## config.mk

```make
export PLATFORM = sky130hd
export DESIGN_NAME = mul_norm_round_pipe_flat
export DESIGN_NICKNAME = d
export VERILOG_FILES = /design/src/rtl/mul_norm_round_pipe_if.sv /design/src/rtl/mul_norm_round_pipe.sv /design/src/flat_wrapper.sv
export SDC_FILE = /design/constraint.sdc
export NUM_CORES = 1
export LEC_CHECK = 0
export BUFFER_PORTS_ARGS = -buffer_cell sky130_fd_sc_hd__buf_2
export CORE_UTILIZATION = 41
export CTS_CLUSTER_SIZE = 8
export DETAILED_ROUTE_END_ITERATION = 8
export PLACE_DENSITY = 0.75
export SYNTH_ARGS = -nofsm -noshare
export SYNTH_HDL_FRONTEND = slang
export SYNTH_SLANG_ARGS = --single-unit
```

## constraint.sdc

```tcl
create_clock -name clk -period 3.2 [get_ports clk]
set_input_delay 0.48 -clock clk [delete_from_list [all_inputs] [get_ports clk]]
set_output_delay 0.48 -clock clk [all_outputs]
set_load 0.05 [all_outputs]
```

## src/rtl/mul_norm_round_pipe_if.sv

```systemverilog
// Handshake bundle between the significand multiplier array and the
// normalise/round pipeline, and from the pipeline to the MAC accumulator.
interface mul_norm_round_pipe_if #(
    parameter int EXP_W = 5,
    parameter int MAN_W = 10
);
    localparam int PW = 2*MAN_W + 2;
    localparam int RW = 1 + EXP_W + MAN_W;

    logic                    in_valid;
    logic                    in_ready;
    logic                    in_sign;
    logic signed [EXP_W+1:0] in_exp;
    logic [PW-1:0]           in_prod;

    logic                    out_valid;
    logic                    out_ready;
    logic [RW-1:0]           out_result;
    logic                    out_ovf;
    logic                    out_unf;
    logic                    out_inx;

    modport master (
        output in_valid, in_sign, in_exp, in_prod, out_ready,
        input  in_ready, out_valid, out_result, out_ovf, out_unf, out_inx
    );

    modport slave (
        input  in_valid, in_sign, in_exp, in_prod, out_ready,
        output in_ready, out_valid, out_result, out_ovf, out_unf, out_inx
    );
endinterface

```

## src/rtl/mul_norm_round_pipe.sv

```systemverilog
// Two-stage normalise (S1) and round/exception (S2) pipeline turning a raw
// significand product and biased exponent sum into a packed result.
module mul_norm_round_pipe #(
    parameter int EXP_W    = 5,
    parameter int MAN_W    = 10,
    parameter int RND_MODE = 1
) (
    input logic                  clk,
    input logic                  rst,
    mul_norm_round_pipe_if.slave bus
);
    localparam int PW = 2*MAN_W + 2;
    localparam int EW = EXP_W + 2;
    localparam int RW = 1 + EXP_W + MAN_W;
    localparam logic [EW-1:0] EXP_MAX = EW'(2**EXP_W - 1);

    typedef struct packed {
        logic             sign;
        logic [EW-1:0]    exp;
        logic [MAN_W-1:0] man;
        logic             guard;
        logic             sticky;
        logic             zero;
    } norm_t;

    typedef struct packed {
        logic [RW-1:0] result;
        logic          ovf;
        logic          unf;
        logic          inx;
    } res_t;

    logic  s1_valid, s2_valid;
    norm_t s1_d, s1_q;
    res_t  s2_d, s2_q;
    logic  adv1, adv2;

    // A stage may load when it is empty or its content is leaving this cycle.
    assign adv2         = !s2_valid || bus.out_ready;
    assign adv1         = !s1_valid || adv2;
    assign bus.in_ready = adv1;

    // S1: align on the product's leading bit, split into mantissa/guard/sticky.
    // NOTE: every always_comb output gets a default first so no path leaves it
    // unassigned and infers a latch.
    always_comb begin
        s1_d      = '0;
        s1_d.sign = bus.in_sign;
        s1_d.zero = (bus.in_prod == '0);
        if (bus.in_prod[PW-1]) begin
            s1_d.exp    = bus.in_exp + EW'(1);
            s1_d.man    = bus.in_prod[PW-2 -: MAN_W];
            s1_d.guard  = bus.in_prod[PW-2-MAN_W];
            s1_d.sticky = |bus.in_prod[PW-3-MAN_W:0];
        end else begin
            s1_d.exp    = bus.in_exp;
            s1_d.man    = bus.in_prod[PW-3 -: MAN_W];
            s1_d.guard  = bus.in_prod[PW-3-MAN_W];
            s1_d.sticky = |bus.in_prod[PW-4-MAN_W:0];
        end
    end

    // S2: round, then classify on the post-carry exponent.
    logic             inc;
    logic [MAN_W:0]   man_sum;
    logic [EW-1:0]    exp_f;

    always_comb begin
        inc     = (RND_MODE == 1) && s1_q.guard && (s1_q.sticky || s1_q.man[0]);
        man_sum = {1'b0, s1_q.man} + (MAN_W+1)'(inc);
        // A carry out leaves the low mantissa bits already zero.
        exp_f   = s1_q.exp + EW'(man_sum[MAN_W]);

        s2_d        = '0;
        s2_d.result = {s1_q.sign, exp_f[EXP_W-1:0], man_sum[MAN_W-1:0]};
        s2_d.inx    = s1_q.guard || s1_q.sticky;
        if (s1_q.zero) begin
            s2_d.result = {s1_q.sign, {(RW-1){1'b0}}};
            s2_d.inx    = 1'b0;
        end else if ($signed(exp_f) >= $signed(EXP_MAX)) begin
            s2_d.result = {s1_q.sign, {EXP_W{1'b1}}, {MAN_W{1'b0}}};
            s2_d.ovf    = 1'b1;
            s2_d.inx    = 1'b1;
        end else if ($signed(exp_f) <= 0) begin
            s2_d.result = {s1_q.sign, {(RW-1){1'b0}}};
            s2_d.unf    = 1'b1;
            s2_d.inx    = 1'b1;
        end
    end

    // NOTE: state uses non-blocking assignments so every register samples
    // values from before the edge; data registers are reset too so the output
    // bus reads zero after reset rather than stale contents.
    always_ff @(posedge clk or posedge rst) begin
        if (rst) begin
            s1_valid <= 1'b0;
            s2_valid <= 1'b0;
            s1_q     <= '0;
            s2_q     <= '0;
        end else begin
            if (adv1) begin
                s1_valid <= bus.in_valid;
                if (bus.in_valid) s1_q <= s1_d;
            end
            // Output register only changes when it advances, so a stalled
            // beat holds result and flags stable.
            if (adv2) begin
                s2_valid <= s1_valid;
                if (s1_valid) s2_q <= s2_d;
            end
        end
    end

    assign bus.out_valid  = s2_valid;
    assign bus.out_result = s2_q.result;
    assign bus.out_ovf    = s2_q.ovf;
    assign bus.out_unf    = s2_q.unf;
    assign bus.out_inx    = s2_q.inx;
endmodule
```

## src/flat_wrapper.sv

```systemverilog
// flat-port wrapper written by rule: the top's interface ports become plain ports
module mul_norm_round_pipe_flat 
#(
    parameter int EXP_W    = 5,
    parameter int MAN_W    = 10,
    parameter int RND_MODE = 1
)
  (clk, rst, bus_in_valid, bus_in_sign, bus_in_exp, bus_in_prod, bus_out_ready, bus_in_ready, bus_out_valid, bus_out_result, bus_out_ovf, bus_out_unf, bus_out_inx);
  mul_norm_round_pipe_if #(.EXP_W(EXP_W), .MAN_W(MAN_W)) bus_i ();
  input logic clk;
  input logic rst;
  input wire logic [$bits(bus_i.in_valid)-1:0] bus_in_valid;
  input wire logic [$bits(bus_i.in_sign)-1:0] bus_in_sign;
  input wire logic [$bits(bus_i.in_exp)-1:0] bus_in_exp;
  input wire logic [$bits(bus_i.in_prod)-1:0] bus_in_prod;
  input wire logic [$bits(bus_i.out_ready)-1:0] bus_out_ready;
  output wire logic [$bits(bus_i.in_ready)-1:0] bus_in_ready;
  output wire logic [$bits(bus_i.out_valid)-1:0] bus_out_valid;
  output wire logic [$bits(bus_i.out_result)-1:0] bus_out_result;
  output wire logic [$bits(bus_i.out_ovf)-1:0] bus_out_ovf;
  output wire logic [$bits(bus_i.out_unf)-1:0] bus_out_unf;
  output wire logic [$bits(bus_i.out_inx)-1:0] bus_out_inx;
  assign bus_i.in_valid = bus_in_valid;
  assign bus_i.in_sign = bus_in_sign;
  assign bus_i.in_exp = bus_in_exp;
  assign bus_i.in_prod = bus_in_prod;
  assign bus_i.out_ready = bus_out_ready;
  assign bus_in_ready = bus_i.in_ready;
  assign bus_out_valid = bus_i.out_valid;
  assign bus_out_result = bus_i.out_result;
  assign bus_out_ovf = bus_i.out_ovf;
  assign bus_out_unf = bus_i.out_unf;
  assign bus_out_inx = bus_i.out_inx;
  mul_norm_round_pipe #(.EXP_W(EXP_W), .MAN_W(MAN_W), .RND_MODE(RND_MODE)) u_core (.clk(clk), .rst(rst), .bus(bus_i));
endmodule
```

==> key figures <==
Logic synthesis
  – Cell area after synthesis: 2160 um^2
  – Cells after Synth: 222
  – Syn avg cell area: 9.75 um^2
  – Synth top area share: 0.486
  – EDFF count, synth: 0
  – Most area-consuming cells after synthesis: dfrtp_1 (49%), o21ai_0 (6.9%), nand2_1 (6.6%), mux2i_1 (5.5%), xnor2_1 (3.6%)
  – Part of the Yosys area used for sequential elements: 0.486
  – Most frequent cell after synthesis: dfrtp_1
  – Number of distinct library cells after synthesis: 34
  – Synth top cells by count: dfrtp_1 (42), nand2_1 (38), o21ai_0 (30)
  – Yosys warnings: 0
  – Synth async-reset ratio: 1.00
  – Dominant cell type by area after synthesis: dfrtp_1
  – #FFs+latches synth: 42
  – Post-synth net total: 261
  – Ys flop type: dfrtp_1

Critical path
  – Critical path arrival: 3.22 ns
  – Crit path kind: register to register
  – Most used cell, CP: ha_1
  – Worst Setup End Kind: register
  – Cells along the critical path: o21a_1, ha_1, ha_1, nand3_1, nor2_1, ha_1, ha_2, or4_4, o21a_1, a221o_1
  – CP Max Fanout: 4
  – Startpoint types: register
  – R2R Setup Slk: 0.16 ns
  – Critical Path Max Stage Delay: 0.58 ns
  – Highest-delay cell along the critical path: or4_4
  – WP data required: 3.38 ns

Power and ir drop
  – Pwr per Cell Area: 597 nW/um^2
  – Tot Pwr: 1.59 mW
  – Static leakage: 1.23 nW
  – VDD IR max: 204 uV

Run
  – Maxcap violations: 0

CTS
  – # H-tree levels: 2
  – Clk_lat worst skew: 0.30 ns
  – TritonCTS clock tree: built
  – Clock sinks: 42
  – Clk slew on worst S/H paths: 0.07 ns
  – Root Driver: clkbuf_8
  – Post-CTS Hold Buffers: 0
  – Num CTS Buffers: 5
  – CTS max path bufs: 2

Placed design
  – Port Buf Inserts: 54
  – Pre-CTS setup slack: 0.129 ns
  – Placer congestion estimate: 0.813
  – DPL Wire Length: 3.26 mm
  – DP Area: 2500 um^2

Routing
  – TritonRoute pass-1 iters: 5
  – DR WL/cell: 12.5 um
  – DR vias/cell: 5.06
  – Initial DRC count: 133
  – ANT nets after route: 0
  – WL final: 4.33 mm
  – DRC violation count after routing: 0
  – Routed via count: 1755

Global routing
  – Met3 Track Usage GR: 0.0402
  – First-pass GRT wire length: 7.08 mm
  – Busiest grt layer: met2
  – GR Layer Usage met1: 0.236
  – Gr ovfl total: 0
  – Largest net degree at the start of global routing: 43
  – Antenna violations before repair: 0
  – Met2 usage: 0.250
  – Vias in the first global route: 1631
  – Gr usage total: 0.169

Floorplanning
  – Rows: 26
  – Die Wd: 74.7 um
  – Die area: 5570 um^2
  – Initial Utilization: 0.424
  – Die height: 74.7 um
  – Total core area: 5110 um^2
  – Top Ports: 55

Cells and area
  – # diodes: 0
  – Layout area overhead: 22.9%
  – Final Net Count: 315
  – Layout cells sized above 1: 0.271
  – Final instance area: 2660 um^2

Timing
  – Achievable Freq: 329 MHz
  – Min Tclk post-route: 3.04 ns
  – Setup WS post-layout: 0.160 ns
  – Worst slew margin: 0.508
  – Slew Limit Fails: 0
  – Setup violators final: 0
  – Worst hold slack: 0.292 ns
  – Least-Margin Pin Slew: 0.736 ns
  – Clock skew: 0.00847 ns
  – Period utilization: 0.950
  – Fin. Hold Viols: 0
  – Setup TNS: 0 ns

Worst hold path
  – Hold crit path type: input pin to async pin

Run status
  – Status: finished clean
==> power breakdown <==
group / internal (mW) / switching (mW)
combinational: 0.154 / 0.337
clock: 0.233 / 0.171
sequential: 0.619 / 0.0752
==> layout by cell type, fill, tap and decap left out, types with 2 or more instances in the layout <==
cell type and instances:
a221o_1 5, a22o_1 2, and3_1 3, buf_2 54, buf_4 3, clkbuf_1 2, clkbuf_8 5, dfrtp_1 42
ha_1 4, inv_1 3, mux2_2 2, mux2i_1 12, nand2_1 38, nand2b_1 3, nand3_1 7, nand4_1 6
nor2_1 11, nor3_1 3, nor3_2 2, nor4_1 3, o21a_1 4, o21ai_0 29, xnor2_1 9, xor2_1 9
==> worst paths after layout <==
path                                     from                   endpoint  depth (start not counted)
setup / recovery               u_core.s1_q[3]  u_core.bus.out_result[12]                         10
hold / removal                            rst       u_core.bus.out_valid                          3
setup reg to reg               u_core.s1_q[3]  u_core.bus.out_result[12]                         10
hold reg to reg            u_core.bus.out_ovf         u_core.bus.out_ovf                          1
max in group asynchronous                 rst  u_core.bus.out_result[12]                          3
min in group clk                  bus_in_sign            u_core.s1_q[20]                          2
==> what timing repair did <==
action                     CTS  global route
resized for setup            0            10
setup buffers                0             0
setup endpoints to repair    0            16
==> flip-flops by register name, summed over array words and instances (netlist names) <==
signal	cells
u_core.bus.out_result	16
u_core.bus.out_unf	1
u_core.bus.out_inx	1
u_core.s1_valid	1
u_core.bus.out_ovf	1
u_core.bus.out_valid	1
u_core.s1_q	21
==> metal layers <==
layer / vias to the layer above / wire length (um)
met2: 48 / 1980
met5: - / 0
li1: 894 / -
met3: 5 / 208
met4: 0 / 56
met1: 808 / 2080
==> area by class of cell <==
cell class / instances / area [um^2]
Clock buffer: 7 / 76.3
Clock inverter: 1 / 30.0
Fill cell: 486 / 2450
Inverter: 3 / 11.3
Multi-Input combinational cell: 167 / 1110
Sequential cell: 42 / 1050
Tap cell: 70 / 87.6
Timing Repair Buffer: 57 / 293
==> critical path: cells and delay by family, from the launching register on <==
| family | cells | cell delay [ns] |
|---|---|---|
| AND/OR/NAND/NOR | 3 | 0.80 |
| flip-flops | 1 | 0.40 |
| AO/OA/AOI/OAI | 3 | 0.74 |
| adder cells (fa/ha/maj) | 4 | 0.97 |
==> kinds of logic (layout without fill, tap and decap cells) <==
logic type,count (synthesis),in the layout,share of synthesized area
AND/OR/NAND/NOR,83,83,0.184
AO/OA/AOI/OAI,47,47,0.137
flip-flops,42,42,0.486
XOR/XNOR,18,18,0.0728
multiplexers,14,14,0.0659
buffers and inverters,13,68,0.0254
adder cells (fa/ha/maj),5,5,0.0289
==> stage by stage <==
stage	instances	utilization
floorplan	222	-
global placement	339	0.490
detailed placement	339	0.490
CTS	347	0.511
global route	347	0.521
finish	347	0.521
Note: power is estimated with default switching activity, not from simulation.
